**config.mk**
```make
export PLATFORM = sky130hd
export DESIGN_NAME = io_register_responder
export DESIGN_NICKNAME = d
export VERILOG_FILES = /design/src/rtl/io_register_pkg.sv /design/src/rtl/io_rx_fifo.sv /design/src/rtl/io_register_responder.sv
export SDC_FILE = /design/constraint.sdc
export NUM_CORES = 1
export LEC_CHECK = 0
export CORE_MARGIN = 4
export CORE_UTILIZATION = 23
export DETAILED_ROUTE_END_ITERATION = 10
export PLACE_DENSITY_LB_ADDON = 0.25
export SYNTH_ARGS = -nofsm -noshare
export SYNTH_HDL_FRONTEND = slang
export SYNTH_HIERARCHICAL = 1
export SYNTH_SLANG_ARGS = --single-unit
```
**constraint.sdc**
```tcl
create_clock -name clk -period 3.73 [get_ports clk]
set_input_delay 0.746 -clock clk [delete_from_list [all_inputs] [get_ports clk]]
set_output_delay 0.746 -clock clk [all_outputs]
set_load 0.005 [all_outputs]
```
**src/rtl/io_register_pkg.sv**
```systemverilog
// Shared register-bus constants for the board I/O responder: register indices,
// STATUS bit positions and bus widths.
package io_register_pkg;

  localparam int unsigned INDEX_W = 7;
  localparam int unsigned DATA_W  = 16;

  localparam logic [INDEX_W-1:0] REG_LED     = 7'h00;
  localparam logic [INDEX_W-1:0] REG_SWITCH  = 7'h01;
  localparam logic [INDEX_W-1:0] REG_TICK    = 7'h02;
  localparam logic [INDEX_W-1:0] REG_RX_DATA = 7'h03;
  localparam logic [INDEX_W-1:0] REG_STATUS  = 7'h04;

  localparam int unsigned STATUS_EMPTY_BIT = 0;
  localparam int unsigned STATUS_FULL_BIT  = 1;
  localparam int unsigned STATUS_OVF_BIT   = 2;

endpackage

```
**src/rtl/io_rx_fifo.sv**
```systemverilog
// Synchronous FIFO with occupancy count. Pushing while full is accepted only
// when a pop happens in the same cycle; popping an empty FIFO does nothing.
module io_rx_fifo #(
  parameter int unsigned DEPTH = 16,
  parameter int unsigned WIDTH = 8
) (
  input  logic                     clk,
  input  logic                     reset,
  input  logic                     push,
  input  logic [WIDTH-1:0]         push_data,
  input  logic                     pop,
  output logic [WIDTH-1:0]         pop_data,
  output logic                     empty,
  output logic                     full,
  output logic [$clog2(DEPTH):0]   count
);

  localparam int unsigned AW = $clog2(DEPTH);
  localparam logic [AW:0] FULL_CNT = (AW + 1)'(DEPTH);

  logic [WIDTH-1:0] mem_q [DEPTH];
  logic [AW-1:0]    wr_ptr_q, rd_ptr_q;
  logic [AW:0]      count_q;
  logic             do_push, do_pop;

  assign empty   = (count_q == '0);
  assign full    = (count_q == FULL_CNT);
  assign do_pop  = pop && !empty;
  assign do_push = push && (!full || do_pop);

  always_ff @(posedge clk) begin
    if (reset) begin
      wr_ptr_q <= '0;
      rd_ptr_q <= '0;
      count_q  <= '0;
    end else begin
      if (do_push) wr_ptr_q <= wr_ptr_q + AW'(1);
      if (do_pop)  rd_ptr_q <= rd_ptr_q + AW'(1);
      if (do_push && !do_pop)      count_q <= count_q + (AW + 1)'(1);
      else if (do_pop && !do_push) count_q <= count_q - (AW + 1)'(1);
    end
  end

  // Storage needs no reset; occupancy is tracked by the pointers and count.
  always_ff @(posedge clk) begin
    if (!reset && do_push) mem_q[wr_ptr_q] <= push_data;
  end

  assign pop_data = mem_q[rd_ptr_q];
  assign count    = count_q;

endmodule

```
**src/rtl/io_register_responder.sv**
```systemverilog
// Read/write responder on the core register bus: LEDs, synchronized switches,
// tick timer and RX byte FIFO. Define RX_OVERFLOW_STICKY_EN for the STATUS overflow flag.
module io_register_responder
  import io_register_pkg::*;
#(
  parameter int unsigned FIFO_DEPTH = 16,
  parameter int unsigned TICK_DIV   = 50000
) (
  input  logic               clk,
  input  logic               reset,
  input  logic [INDEX_W-1:0] register_index,
  input  logic               register_read,
  input  logic               register_write,
  input  logic [DATA_W-1:0]  register_write_value,
  output logic [DATA_W-1:0]  register_read_value,
  output logic [7:0]         led_out,
  input  logic [7:0]         switches_in,
  input  logic               rx_valid,
  input  logic [7:0]         rx_data
);

  localparam int unsigned PRESC_W = (TICK_DIV > 1) ? $clog2(TICK_DIV) : 1;
  localparam logic [PRESC_W-1:0] PRESC_MAX = PRESC_W'(TICK_DIV - 1);
  localparam int unsigned CNT_W = $clog2(FIFO_DEPTH) + 1;

  logic [7:0]         led_q, led_d;
  logic [7:0]         sw_meta_q, sw_sync_q;
  logic [DATA_W-1:0]  tick_q, tick_d;
  logic [PRESC_W-1:0] presc_q, presc_d;
  logic [DATA_W-1:0]  rdata_q, rdata_d, rd_mux, status;

  logic             wr_led, wr_tick, rd_rx;
  logic             fifo_push, fifo_pop, fifo_empty, fifo_full, ovf_flag;
  logic [7:0]       fifo_head;
  logic [CNT_W-1:0] fifo_count;

  assign wr_led  = register_write && (register_index == REG_LED);
  assign wr_tick = register_write && (register_index == REG_TICK);
  assign rd_rx   = register_read && (register_index == REG_RX_DATA);

  assign fifo_pop  = rd_rx && !fifo_empty;
  assign fifo_push = rx_valid && (!fifo_full || fifo_pop);

  io_rx_fifo #(
    .DEPTH (FIFO_DEPTH),
    .WIDTH (8)
  ) u_rx_fifo (
    .clk       (clk),
    .reset     (reset),
    .push      (fifo_push),
    .push_data (rx_data),
    .pop       (fifo_pop),
    .pop_data  (fifo_head),
    .empty     (fifo_empty),
    .full      (fifo_full),
    .count     (fifo_count)
  );

`ifdef RX_OVERFLOW_STICKY_EN
  logic ovf_q, ovf_d, wr_status, rx_drop;

  assign wr_status = register_write && (register_index == REG_STATUS);
  assign rx_drop   = rx_valid && !fifo_push;

  // A drop in the same cycle as a clear leaves the flag set.
  always_comb begin
    ovf_d = ovf_q;
    if (wr_status && register_write_value[STATUS_OVF_BIT]) ovf_d = 1'b0;
    if (rx_drop) ovf_d = 1'b1;
  end

  always_ff @(posedge clk) begin
    if (reset) ovf_q <= 1'b0;
    else       ovf_q <= ovf_d;
  end

  assign ovf_flag = ovf_q;
`else
  assign ovf_flag = 1'b0;
`endif

  always_comb begin
    tick_d  = tick_q;
    presc_d = presc_q;
    if (wr_tick) begin
      tick_d  = register_write_value;
      presc_d = '0;
    end else if (presc_q == PRESC_MAX) begin
      tick_d  = tick_q + 16'd1;
      presc_d = '0;
    end else begin
      presc_d = presc_q + PRESC_W'(1);
    end
  end

  assign led_d = wr_led ? register_write_value[7:0] : led_q;

  always_comb begin
    status                   = '0;
    status[STATUS_EMPTY_BIT] = fifo_empty;
    status[STATUS_FULL_BIT]  = fifo_full;
    status[STATUS_OVF_BIT]   = ovf_flag;
    status[15:8]             = 8'(fifo_count);
  end

  // Mux reads current state, so a same-cycle write is seen on the next read.
  always_comb begin
    rd_mux = '0;
    case (register_index)
      REG_LED:     rd_mux = {8'h00, led_q};
      REG_SWITCH:  rd_mux = {8'h00, sw_sync_q};
      REG_TICK:    rd_mux = tick_q;
      REG_RX_DATA: rd_mux = fifo_empty ? 16'h0000 : {8'h00, fifo_head};
      REG_STATUS:  rd_mux = status;
      default:     rd_mux = '0;
    endcase
  end

  assign rdata_d = register_read ? rd_mux : rdata_q;

  always_ff @(posedge clk) begin
    if (reset) begin
      led_q     <= '0;
      sw_meta_q <= '0;
      sw_sync_q <= '0;
      tick_q    <= '0;
      presc_q   <= '0;
      rdata_q   <= '0;
    end else begin
      led_q     <= led_d;
      sw_meta_q <= switches_in;
      sw_sync_q <= sw_meta_q;
      tick_q    <= tick_d;
      presc_q   <= presc_d;
      rdata_q   <= rdata_d;
    end
  end

  assign register_read_value = rdata_q;
  assign led_out             = led_q;

endmodule

```
; ---- Word-level counts from Yosys, hierarchy flattened
; Memories as Yosys holds them, arrays and structs flattened. A register that Yosys moved wholly into a read port is not among the register bits.
; Index checks and enable logic that the tools add are counted.
[op_classes]
bitwise_logic = 0
reduce_logical = 22
order_cmp = 0
shifts = 0
mul = 0
div_mod_pow = 0
n_eq_ne = 6
muxes = 10
add_sub_neg = 6
[op_table]
columns = operator, n
row1 = $pmux 16 s5, 1
row2 = $add 16x1->16 const B, 2
row3 = $mux 16, 2
row4 = $eq 16x16->1 const B, 1
row5 = $eq 7x2->1 const B, 2
row6 = $logic_and 1x1->1, 10
row7 = $mux 5, 2
row8 = $add 4x1->4 const B, 2
row9 = $mux 4, 2
row10 = $mux 8, 1
row11 = $eq 7x1->1 const B, 1
row12 = $eq 7x3->1 const B, 1
row13 = $logic_not 7->1, 1
row14 = $add 5x1->5 const B, 1
row15 = $eq 5x5->1 const B, 1
row16 = $logic_not 1->1, 5
row17 = $logic_not 5->1, 1
row18 = $sub 5x1->5 const B, 1
row19 = $reduce_bool 2->1, 2
row20 = $reduce_or 3->1, 1
row21 = $logic_or 1x1->1, 2
row22 = $mux 1, 2
[word_totals]
n_memories = 1
ramBits = 128
word_cells = 54
inputBits = 44
latch_bits = 0
register_bits = 85
output_inout_bits = 24
romBits = 0
[mem_list]
columns = name, depth, word_bits, read_ports, rd_clocked_by_memory_dff, write_ports, line_no
row1 = u_rx_fifo.mem_q, 16, 8, 1, 1, 1, io_rx_fifo.sv:21  ; logic [WIDTH-1:0] mem_q [DEPTH];

; ---- Longest topological paths before layout
[depth]
depth_word = 10
depth_mapped = 15
ltp_nobuf = 14

; ---- By module
; The synthesis kept the hierarchy.
[by_module_without_submodules]
columns = mod, cells_each, seq_area_each_um2, area_per_inst_um2, n_inst
row1 = io_rx_fifo, 314, 4184.0, 5738.0, 1
row2 = io_register_responder, 386, 1441.4, 3522.1, 1

; ---- Worst setup path after synthesis
; OpenSTA, ideal clock, no wires.
[synth_path]
path_kind = input to register
from = input register_index[3]
to = register u_rx_fifo.count_q[4], in the netlist u_rx_fifo/count[4]
path_slack_ps = -167
setup_time_ps = 121
t_required_ps = 3609
arrival_ps = 3776
n_path_buf = 1
path_stages = 14
path_cell_list = or4_4 buf_6 nor4_2 nand2_1 a21boi_0 o31ai_4 inv_1 ha_1 inv_1 ha_1 a21oi_1 a211oi_1 a31oi_1 mux2_2
[synth_between]
elab_chain_len = 9
word_cells_on_any_way = 14
classes_between = 1 x eq/ne / 1 x mux / 12 x reduce/logical
[synth_rtl]
columns = item, line_no
row1 = from (decl), io_register_responder.sv:11  ; input logic [INDEX_W-1:0] register_index,
row2 = $eq 7x2->1 (*), io_register_responder.sv:39  ; assign rd_rx = register_read && (register_index == REG_RX_DATA);
row3 = $logic_and 1x1->1 (*), io_register_responder.sv:39
row4 = $logic_and 1x1->1 (*), io_register_responder.sv:41  ; assign fifo_pop = rd_rx && !fifo_empty;
row5 = $logic_or 1x1->1 (*), io_register_responder.sv:42  ; assign fifo_push = rx_valid && (!fifo_full || fifo_pop);
row6 = $logic_and 1x1->1 (*), io_register_responder.sv:42
row7 = via fifo_push, io_register_responder.sv:33  ; logic fifo_push, fifo_pop, fifo_empty, fifo_full, ovf_flag;
row8 = $logic_and 1x1->1 (*), io_rx_fifo.sv:29  ; assign do_push = push && (!full || do_pop);
row9 = $logic_not 1->1, io_rx_fifo.sv:40  ; else if (do_pop && !do_push) count_q <= count_q - (AW + 1)'(1);
row10 = $logic_and 1x1->1, io_rx_fifo.sv:40
row11 = $reduce_bool 2->1 (no line), --
row12 = to (signal assigned), io_rx_fifo.sv:39  ; if (do_push && !do_pop) count_q <= count_q + (AW + 1)'(1);
row13 = to (signal assigned), io_rx_fifo.sv:40
row14 = to (decl), io_rx_fifo.sv:23  ; logic [AW:0] count_q;
; The timed path passes the listed nets; every way through them passes the cells marked *.
; A chain may end at the register's enable or synchronous reset.

; ---- Final worst setup path
; Same ends and word-level chain as after synthesis.

==> impl_results.rst <==
.. list-table::
   :header-rows: 1

   * - Metric
     - Value
   * - EDFF count, synth
     - approximately 130
   * - Maximum fanout along the worst path
     - 5
   * - Reg-to-reg startpoint
     - u_rx_fifo/count[1]
   * - Via count normalized by instance count
     - approximately 4.4
   * - DRC violation count after routing
     - 0
   * - Path type of the worst setup path
     - in2reg
   * - Critical path's largest stage delay
     - 0.56 ns
   * - Outcome
     - finished, final reports clean
   * - Number of max-slew violations in the final report
     - 0
   * - Most common cell after layout, fill and taps aside
     - edfxtp_1
   * - Data required time of the worst path
     - around 4.1 ns
   * - RePlAce Congestion
     - between 0.7 and 0.8
   * - Part of the power in registers
     - between 40% and 50%
   * - Leakage dissipation
     - 3.72 nW
   * - Setup violators final
     - 0
   * - Maximum number of pins on one net before global-route repair
     - 33
   * - Critical path buffers and inverters
     - 3
   * - Later-pin clock latency in the skew report
     - around 0.52 ns
   * - Final Net Count
     - between 800 and 900
   * - Post-cts resize count
     - 0
   * - Power Total
     - a little under 0.006 W
   * - Max-cap violations
     - 0
   * - Routed Wire Length
     - about 22000 um
   * - Register bit total from synthesis
     - 217
   * - Time the worst path needs with I/O delays and setup
     - between 3 and 4 ns
   * - Antenna violation net count after detailed routing
     - 0
   * - Final cell utilization of the core
     - just under 30%
   * - Number of buffers inserted by post-CTS setup repair
     - 0
   * - Sequence of cells on the critical path
     - clkdlybuf4s50_1 > or4_4 > nor4_4 > nand2_1 > a21boi_2 > o31ai_4 > inv_1 > ha_1 > inv_1 > ha_1 > a21oi_1 > a211oi_1 > a31oi_1 > mux2_2
   * - Number of clock sinks
     - about 220
   * - Number of unique standard cell types used by synthesis
     - 67
   * - Net Sw Power
     - 0.00138 W
   * - DIE AREA
     - 43500 um2
   * - H-tree level count
     - 1
   * - Synthesis warning total
     - 6
   * - Family with the most delay on the worst path
     - simple AND/OR/NAND/NOR gates
   * - Headroom to the max-slew limit
     - between 40% and 50%
   * - Area growth from synthesis to layout
     - 24.3%
   * - Clock tree from TritonCTS
     - built
   * - Most used flip-flop cell after synthesis
     - edfxtp_1
   * - Aggregate global routing overflow
     - 0
   * - Mean instance size in the synthesized netlist
     - about 13 um2
   * - Fraction of the cycle the final worst path needs
     - between 90% and 100%
   * - Count of buffers from port buffering
     - 67
   * - Flop2flop setup slack
     - roughly 0.37 ns
   * - Worst Clk Skew
     - approximately 0.013 ns
   * - Startpoint of the most critical hold path
     - sw_meta_q[6]
   * - End of the worst register-to-register path
     - u_rx_fifo/count[4]
   * - Buffers from clock root to sink, at most
     - 3
   * - Die Ht
     - 209 um
   * - Most used cells in the layout excluding fill and tap cells
     - edfxtp_1 (128), dfxtp_1 (88), nor2_1 (80), clkdlybuf4s50_1 (66), buf_4 (44)
   * - Clock transition at path regs
     - around 0.06 ns
   * - Length in cells of the worst reg-to-reg path
     - 14
   * - Routed wire per std cell
     - about 17 um
   * - Power density over the cells
     - about 500 nW/um2
   * - Post-Synthesis Cells
     - 700
   * - Total track usage
     - 9.88%
   * - Post-detailed-placement half-perimeter wirelength
     - 15500 um
   * - Portion of the post-synthesis area used by sequential elements
     - roughly three fifths
   * - Width of the chip
     - roughly 210 um
   * - Core box area
     - just under 40000 um2
   * - Register cell area after layout
     - roughly 5600 um2
   * - RSZ-0062 raised after global routing
     - false
   * - Multi-input gate area
     - ~3400 um2
   * - Min-Delay Path Class
     - reg2reg
   * - Net switching fraction of the power
     - 23.9%
   * - Arrival time of data at the critical path endpoint
     - 3.89 ns
   * - Wire length of the first global-routing pass
     - approximately 35000 um
   * - Router iterations before antenna repair
     - 4
   * - Element type at the critical path end
     - register
   * - Combined area of all synthesized cells
     - 9260 um2
   * - Count of boundary I/O pins
     - between 60 and 70
   * - Worst hold stages
     - 1
   * - Starting DRT DRC Count
     - 208
   * - Number of antenna violations at the first check in global routing
     - 0
   * - Category of the worst setup path launch point
     - primary input
   * - Share of flip-flops with an asynchronous set or reset
     - 0%
   * - Proportion of power drawn by the clock network
     - 40.6%
   * - Clk root buf
     - clkbuf_16
   * - Site row count
     - 73
   * - Post-cts hold buffer count
     - 0
   * - Number of global-route vias before repair
     - 5933
   * - Number of buffers added by the clock tree synthesis step
     - 24
   * - Combinational group share of total power
     - 13.0%
   * - Max rail drop VDD
     - roughly 0.00025 V
   * - Filler cell count
     - about 4000
   * - Number of vias after detailed routing
     - ~5900
   * - Endpoints failing hold
     - 0
   * - Post-synth net total
     - about 760
   * - FMAX
     - 286 MHz
   * - Share of layout cells above drive strength 1
     - 17.0%
   * - Crit-path slowest cell
     - or4_4
   * - Destination of the worst hold path
     - sw_sync_q[6]
   * - Ant diodes
     - 0
   * - Internal power
     - between 0.004 and 0.005 W
   * - Actual slew at the worst max-slew pin
     - between 0.8 and 0.9 ns
   * - Starting Density
     - a little under a quarter
[area by class of cell]
type | instances | area share [%]
inverter | 20 | 0.652
multi-input combinational | 420 | 29.2
sequential | 217 | 48.9
clock inverter | 7 | 0.717
clock buffer | 36 | 6.05
timing repair buffer | 112 | 8.83
tap | 525 | 5.71
[worst reg2reg max path, stage by stage (launching register included)]
cell and delay (ns):
dfxtp_1 0.37, or4_1 0.56, nor2_1 0.23, nor4_4 0.08, nand2_1 0.11, inv_1 0.10
o31ai_4 0.24, inv_1 0.07, ha_1 0.19, inv_1 0.16, ha_1 0.29, a21oi_1 0.22
a211oi_1 0.11, a31oi_1 0.17, mux2_2 0.34
[per-layer routing]
| layer | part of all wire [%] | vias to the layer above | track usage (%) |
|---|---|---|---|
| met2 | 44 | 105 | 15.4 |
| li1 | - | 2863 | - |
| met3 | 3.4 | 28 | 1.71 |
| met1 | 51 | 2880 | 14.6 |
| met4 | 1.8 | 0 | 1.96 |
| met5 | 0 | - | 0 |
[Yosys cell counts (all sizes together), types with 4 or more instances]
cell    count  share of area (%)
nand4      10               0.68
and4        8               0.84
ha         11                1.5
mux2i      13                1.4
clkbuf     24               0.97
mux4       33                8.0
a211oi      9               0.78
edfxtp    128                 42
or3         8               0.54
a21oi      13               0.70
nor4       20                1.8
a31oi       4               0.27
a22oi      25                2.0
nand2      33                1.3
xor2        6               0.57
a311oi      8               0.82
nor3       14               0.88
buf        19                1.4
xnor2      13                1.2
a221o       7               0.76
nor2b      26                1.8
nor2       81                3.5
dfxtp      89                 19
o21ai       9               0.53
o21bai      5               0.41
a22o        5               0.47
and3b       5               0.47
inv        19               0.77
and3        4               0.27
nand2b      5               0.34
nand3      12               0.65
[cell families (layout without fill, tap and decap cells)]
kind of cell    count (synthesis)  count (layout)  synth area share, %
flops                         217             217                 60.7
xor+xnor                       19              19                 1.80
mux                            47              47                 9.55
simple gates                  243             243                 14.6
buf+inv                        63             175                 3.13
compound gates                 99              99                 8.42
fa+ha+maj                      12              12                 1.70
[power groups by stage]
stage	combinational, W	sequential, W	clock, W
after floorplan	0.000439	0.00272	0
after global placement	0.000743	0.00273	0
after detailed placement	0.000754	0.00273	0
after CTS	0.000758	0.00268	0.00241
after global routing	0.000838	0.00269	0.00251
final	0.000753	0.00268	0.00234
[worst max path at each step]
stage | start | depth (start not counted) | to
after detailed placement | register_index[3] | 14 | u_rx_fifo/count[4]
after global placement | register_index[3] | 14 | u_rx_fifo/count[4]
after floorplan | register_index[3] | 14 | u_rx_fifo/count[4]
final | register_index[3] | 14 | u_rx_fifo/count[4]
after global routing | register_index[3] | 14 | u_rx_fifo/count[4]
after CTS | register_index[3] | 14 | u_rx_fifo/count[4]
[through the flow]
step | hold slack (ns) | instance area [um2] | setup WS, ns | setup TNS, ns | instances
floorplan | 0.414 | 9260 | 0.0509 | 0 | 700
global route | 0.452 | 11500 | 0.0526 | 0 | 1337
global placement | 0.426 | 10700 | -0.257 | -5.94 | 1294
finish | 0.431 | 11500 | 0.237 | 0 | 1337
detailed placement | 0.430 | 10700 | -0.301 | -5.25 | 1294
CTS | 0.439 | 11500 | 0.234 | 0 | 1337
[state kept, by name, indices dropped and copies added (netlist names), named ones only]
signal and count:
led_out 8, register_read_value 16, tick_q 16, u_rx_fifo/wr_ptr_q 4, u_rx_fifo/mem_q 128, u_rx_fifo/rd_ptr_q 4, sw_meta_q 8, u_rx_fifo/count 5
sw_sync_q 8, presc_q 16
Note: power is estimated with default switching activity, not from simulation.
==> patch 1, RTL diff (same flow settings) <==
`FIFO_DEPTH`: 16 -> 32.
--- a/src/rtl/io_register_responder.sv
+++ b/src/rtl/io_register_responder.sv
@@ -4,5 +4,5 @@
   import io_register_pkg::*;
 #(
-  parameter int unsigned FIFO_DEPTH = 16,
+  parameter int unsigned FIFO_DEPTH = 32,
   parameter int unsigned TICK_DIV   = 50000
 ) (
Check against the original RTL: no difference found for any inputs over 4 cycles, from zero or initial values and one cycle with reset high; that may be too few to reach the edited logic, so the function may still have changed.
==> patch 1 against the original RTL <==
- total power increased by 59%
- synthesized area increased by 54%
- sequential cell count increased by 132
- die area increased by 52%
- via count increased by 46%
- worst setup slack improved by 0.012 ns
- maximum frequency increased by 0.33%
- wire length increased by 58%
- synthesized cell count increased by 41%
- worst hold slack improved by 0.0089 ns
- sequential power increased by 60%
- final area increased by 54%
==> patch 1: results (changes against the original RTL) <==
| Metric | Value |
|---|---|
| Largest Register | `u_rx_fifo/mem_q` |
| Setup slack, reg-to-reg | `0.25 ns (-0.12 ns)` |
| H-tree levels | `2 (+1)` |
| Skew final | `0.0178 ns (+0.00434 ns)` |
| Cells taking the most area after synthesis | `edfxtp_1 (54%), dfxtp_1 (13%), mux2i_1 (5.3%)` |
| Initial DRC Count | `558 (+170%)` |
| Placer Congestion | `0.760 (-1.9%)` |
| Clock latency on the worst-skew pair | `0.56 ns (+0.04 ns)` |
| Final #Nets | `1182 (+39%)` |
| Largest net degree at the start of global routing | `55 (+67%)` |
| Placed Area | `16300 µm² (+52%)` |
| CP arrival | `3.94 ns (+0.05 ns)` |
| Leakage | `5.69 nW (+53%)` |
| Number of distinct library cells after synthesis | `62 (-7.5%)` |
| Post-DP HPWL | `23.3 mm (+50%)` |
| R2R cell count | `16 (+2)` |
| Vias in the first global route | `8679 (+46%)` |
| Status | `complete, no violations` |
| EDFF count, synth | `256 (+100%)` |
| Synth top cells by count | `edfxtp_1 (256), nor2_1 (119), dfxtp_1 (93), mux2i_1 (76), nand3_1 (45)` |
| Final wirelength | `35.3 mm (+58%)` |
| CTS Buf Count | `41 (+71%)` |
| Critical path peak fanout | `4 (-1)` |
| Transition time of the tightest slew-check pin | `1.20 ns (+0.349 ns)` |
| Aggregate global-route resource usage | `10.5% (+0.63 points)` |
| Share of cells above drive strength 1 | `16.3% (-0.66 points)` |
| Hold EP | `sw_sync_q[4]$_SDFF_PP0_` |
| Register area share after synthesis | `67.0% (+6.2 points)` |
| Syn nets | `1046 (+38%)` |
| Vias | `8553 (+46%)` |
| Worst vdd ir | `0.325 mV (+29%)` |
| TritonRoute pass-1 iters | `5 (+1)` |
| Worst path slowest cell | `or4_1` |
[patch 1: changes by cell type in the layout (fill, tap and decap cells not counted), sizes merged, moves of 11 or more]
cell	delta
mux2i	+63
a22o	+11
nand3	+37
a22oi	+19
buf	+35
clkbuf	+17
xor2	+14
nand2	-14
edfxtp	+128
nor4	-14
nor2	+38
[patch 1: power breakdown]
| group | leakage, nW | switching (W) | internal, W |
|---|---|---|---|
| Sequential | 3.06 | 0.0000471 | 0.00423 |
| Clock | 0.671 | 0.00157 | 0.00251 |
| Combinational | 1.96 | 0.000464 | 0.000341 |
[patch 1: area by class of cell]
class	count	area [µm²]
clock inverters	17	229
well taps	790	988
fillers	6245	43800
clock buffers	53	1140
inverters	15	58.8
repair buffers	147	1290
flip-flops and latches	349	9550
multi-input cells	570	4420
[patch 1: worst max-delay path by stage]
stage,to,slack [ns],cells past startpoint
final,u_rx_fifo/count[4]$_SDFFE_PP0P_,0.25,16
after global routing,u_rx_fifo/count[4]$_SDFFE_PP0P_,0.02,16
after CTS,u_rx_fifo/count[4]$_SDFFE_PP0P_,0.21,16
after detailed placement,u_rx_fifo/count[4]$_SDFFE_PP0P_,0.04,14
after global placement,u_rx_fifo/count[5]$_SDFFE_PP0P_,-0.004,14
after floorplan,u_rx_fifo/count[5]$_SDFFE_PP0P_,0.03,16
[patch 1: cells by family after synthesis]
| logic type | count (synthesis) | synth area share, % |
|---|---|---|
| compound gates | 131 | 7.09 |
| simple gates | 283 | 10.0 |
| xor+xnor | 34 | 2.09 |
| mux | 108 | 10.4 |
| flops | 349 | 67.0 |
| fa+ha+maj | 14 | 1.28 |
| buf+inv | 69 | 2.12 |
[patch 1: metal layers]
| metal | global-route usage (%) | vias up | wire, µm |
|---|---|---|---|
| met4 | 3.09 | 0 | 724 |
| met2 | 17.6 | 114 | 17300 |
| met3 | 1.57 | 51 | 963 |
| met5 | 0 | - | 0 |
| met1 | 14.2 | 4317 | 16300 |
| li1 | - | 4071 | - |
[patch 1: stage by stage]
stage          std cells  hold slack, ns
2_1_floorplan        988           0.413
3_3_place_gp        1871           0.421
3_5_place_dp        1871           0.428
4_1_cts             1941           0.443
5_1_grt             1941           0.460
6_report            1941           0.439
==> patch 2, RTL diff (same settings) <==
Made on the original files. `rdata_q` no longer has a reset.
--- a/src/rtl/io_register_responder.sv
+++ b/src/rtl/io_register_responder.sv
@@ -126,5 +126,4 @@
       tick_q    <= '0;
       presc_q   <= '0;
-      rdata_q   <= '0;
     end else begin
       led_q     <= led_d;
@@ -133,6 +132,9 @@
       tick_q    <= tick_d;
       presc_q   <= presc_d;
-      rdata_q   <= rdata_d;
     end
+  end
+
+  always_ff @(posedge clk) begin
+    rdata_q <= rdata_d;
   end
 
Check against the original RTL: not equivalent (a bounded check fails within 4 cycles, from zero or initial values and one cycle with reset high).
==> patch 2 against the original RTL <==
- total power fell by 2.1%
- worst setup slack improved by 0.017 ns
- register-to-register slack barely moved
- clock skew fell by 0.0071 ns
- cell count fell by 1.5%
- largest cell class unchanged
- maximum frequency rose by 0.50%
- final area fell by 0.56%
- wire length rose by 3.7%
- critical endpoint unchanged
- synthesized area fell by 1.3%
- sequential cell count did not move
- worst hold slack improved by 0.0056 ns
- die area fell by 1.3%
==> patch 2: results (changes against the original RTL) <==
| Metric | Value |
|---|---|
| Vias in the first global route | `5963 (+0.51%)` |
| First-pass GRT wire length | `36.0 mm (+3.2%)` |
| Share of cells above drive strength 1 | `16.0% (-0.98 points)` |
| TritonRoute pass-1 iters | `5 (+1)` |
| H-tree levels | `1 (unchanged)` |
| Post-DP HPWL | `15.9 mm (+2.3%)` |
| DR vias/cell | `4.43 (+0.69%)` |
| Synth top cells by count | `edfxtp_1 (144), dfxtp_1 (73), nor2_1 (66), nand2_1 (34), mux4_2 (32)` |
| Slew headroom | `43.5% (+0.10 points)` |
| Final #Nets | `839 (-1.4%)` |
| Syn nets | `730 (-3.4%)` |
| Aggregate global-route resource usage | `10.5% (+0.58 points)` |
| CTS Buf Count | `26 (+8.3%)` |
| Skew final | `0.00639 ns (-0.00706 ns)` |
| Switching portion of total power | `23.8% (-0.10 points)` |
| Status | `complete, no violations` |
| Largest Register | `u_rx_fifo/mem_q` |
| # fillers | `3971 (-1.9%)` |
| Largest net degree at the start of global routing | `40 (+21%)` |
| Min-Delay Path Class | `reg -> reg` |
| Worst vdd ir | `0.300 mV (+19%)` |
| Initial DRC Count | `361 (+74%)` |
| Post-Layout Cell Count | `1317 (-1.5%)` |
| CP arrival | `3.88 ns (about the same)` |
| Number of distinct library cells after synthesis | `59 (-12%)` |
| Register area share after synthesis | `63.3% (+2.6 points)` |
| Inst Count DP | `1273 (-1.6%)` |
| Pre-CTS WS | `-0.253 ns (+0.0482 ns)` |
| Cells taking the most area after synthesis | `edfxtp_1 (47%), dfxtp_1 (16%), mux4_2 (7.9%)` |
| EDFF count, synth | `144 (+13%)` |
| Leakage | `3.72 nW (-0.16%)` |
| Wire length per cell | `17.6 µm (+5.3%)` |
| Syn Area/Cell | `13.6 µm² (+2.5%)` |
| Placer Congestion | `0.780 (+0.58%)` |
| Placed Area | `10700 µm² (-0.30%)` |
[patch 2: critical path: stages]
cell and delay [ns]:
clkdlybuf4s50_1 0.41, or4_1 0.61, nor4_4 0.18, nand2_1 0.13, a21boi_2 0.21, o31ai_4 0.10
inv_1 0.06, ha_1 0.16, inv_1 0.11, ha_1 0.33, a21oi_1 0.21, a211oi_1 0.11
a31oi_1 0.15, mux2_2 0.34
[patch 2: metrics by stage]
| step | util [%] | power (W) |
|---|---|---|
| floorplan | - | 0.00315 |
| global placement | 27.5 | 0.00345 |
| detailed placement | 27.5 | 0.00346 |
| CTS | 29.4 | 0.00575 |
| global route | 29.4 | 0.00594 |
| finish | 29.4 | 0.00565 |
[patch 2: power groups by stage]
stage / logic [W] / clock network [W] / registers [W]
final: 0.000671 / 0.00225 / 0.00273
after global routing: 0.000754 / 0.00244 / 0.00274
after CTS: 0.000682 / 0.00234 / 0.00273
after detailed placement: 0.000679 / 0 / 0.00278
after global placement: 0.000668 / 0 / 0.00278
after floorplan: 0.000387 / 0 / 0.00276
[patch 2: area by class of cell]
type | instances | area share [%]
sequential | 217 | 50.6
inverter | 18 | 0.590
multi-input combinational | 405 | 27.6
clock buffer | 37 | 6.32
timing repair buffer | 115 | 8.96
clock inverter | 7 | 0.284
tap | 518 | 5.66
[patch 2: cells by family (layout without fill, tap and decap cells)]
logic type	after synthesis	after routing	synth area share (%)
adders and majority gates	12	12	1.73
and+or+nand+nor	221	221	12.8
xor gates and xnor gates	19	19	1.82
buffers and inverters	52	177	2.20
muxes	52	52	10.1
AOI/OAI and AO/OA	101	101	8.01
DFF	217	217	63.3
[patch 2: worst paths after layout]
kind,cells after the start,slack (ns),end,start
worst min register to register,1,0.44,sw_sync_q[6]$_SDFF_PP0_,sw_meta_q[6]$_SDFF_PP0_
worst max-delay path,14,0.25,u_rx_fifo/count[4]$_SDFFE_PP0P_,register_index[3]
worst min-delay path,1,0.44,sw_sync_q[6]$_SDFF_PP0_,sw_meta_q[6]$_SDFF_PP0_
worst max register to register,14,0.37,u_rx_fifo/count[4]$_SDFFE_PP0P_,u_rx_fifo/count[1]$_SDFFE_PP0P_
[patch 2: routing by layer]
metal | wire [µm] | GRT usage (%) | vias to the layer above
met2 | 10600 | 16.5 | 127
met1 | 11100 | 15.2 | 2866
li1 | - | - | 2812
met3 | 989 | 1.68 | 23
met4 | 423 | 2.39 | 0
met5 | 0 | 0 | -
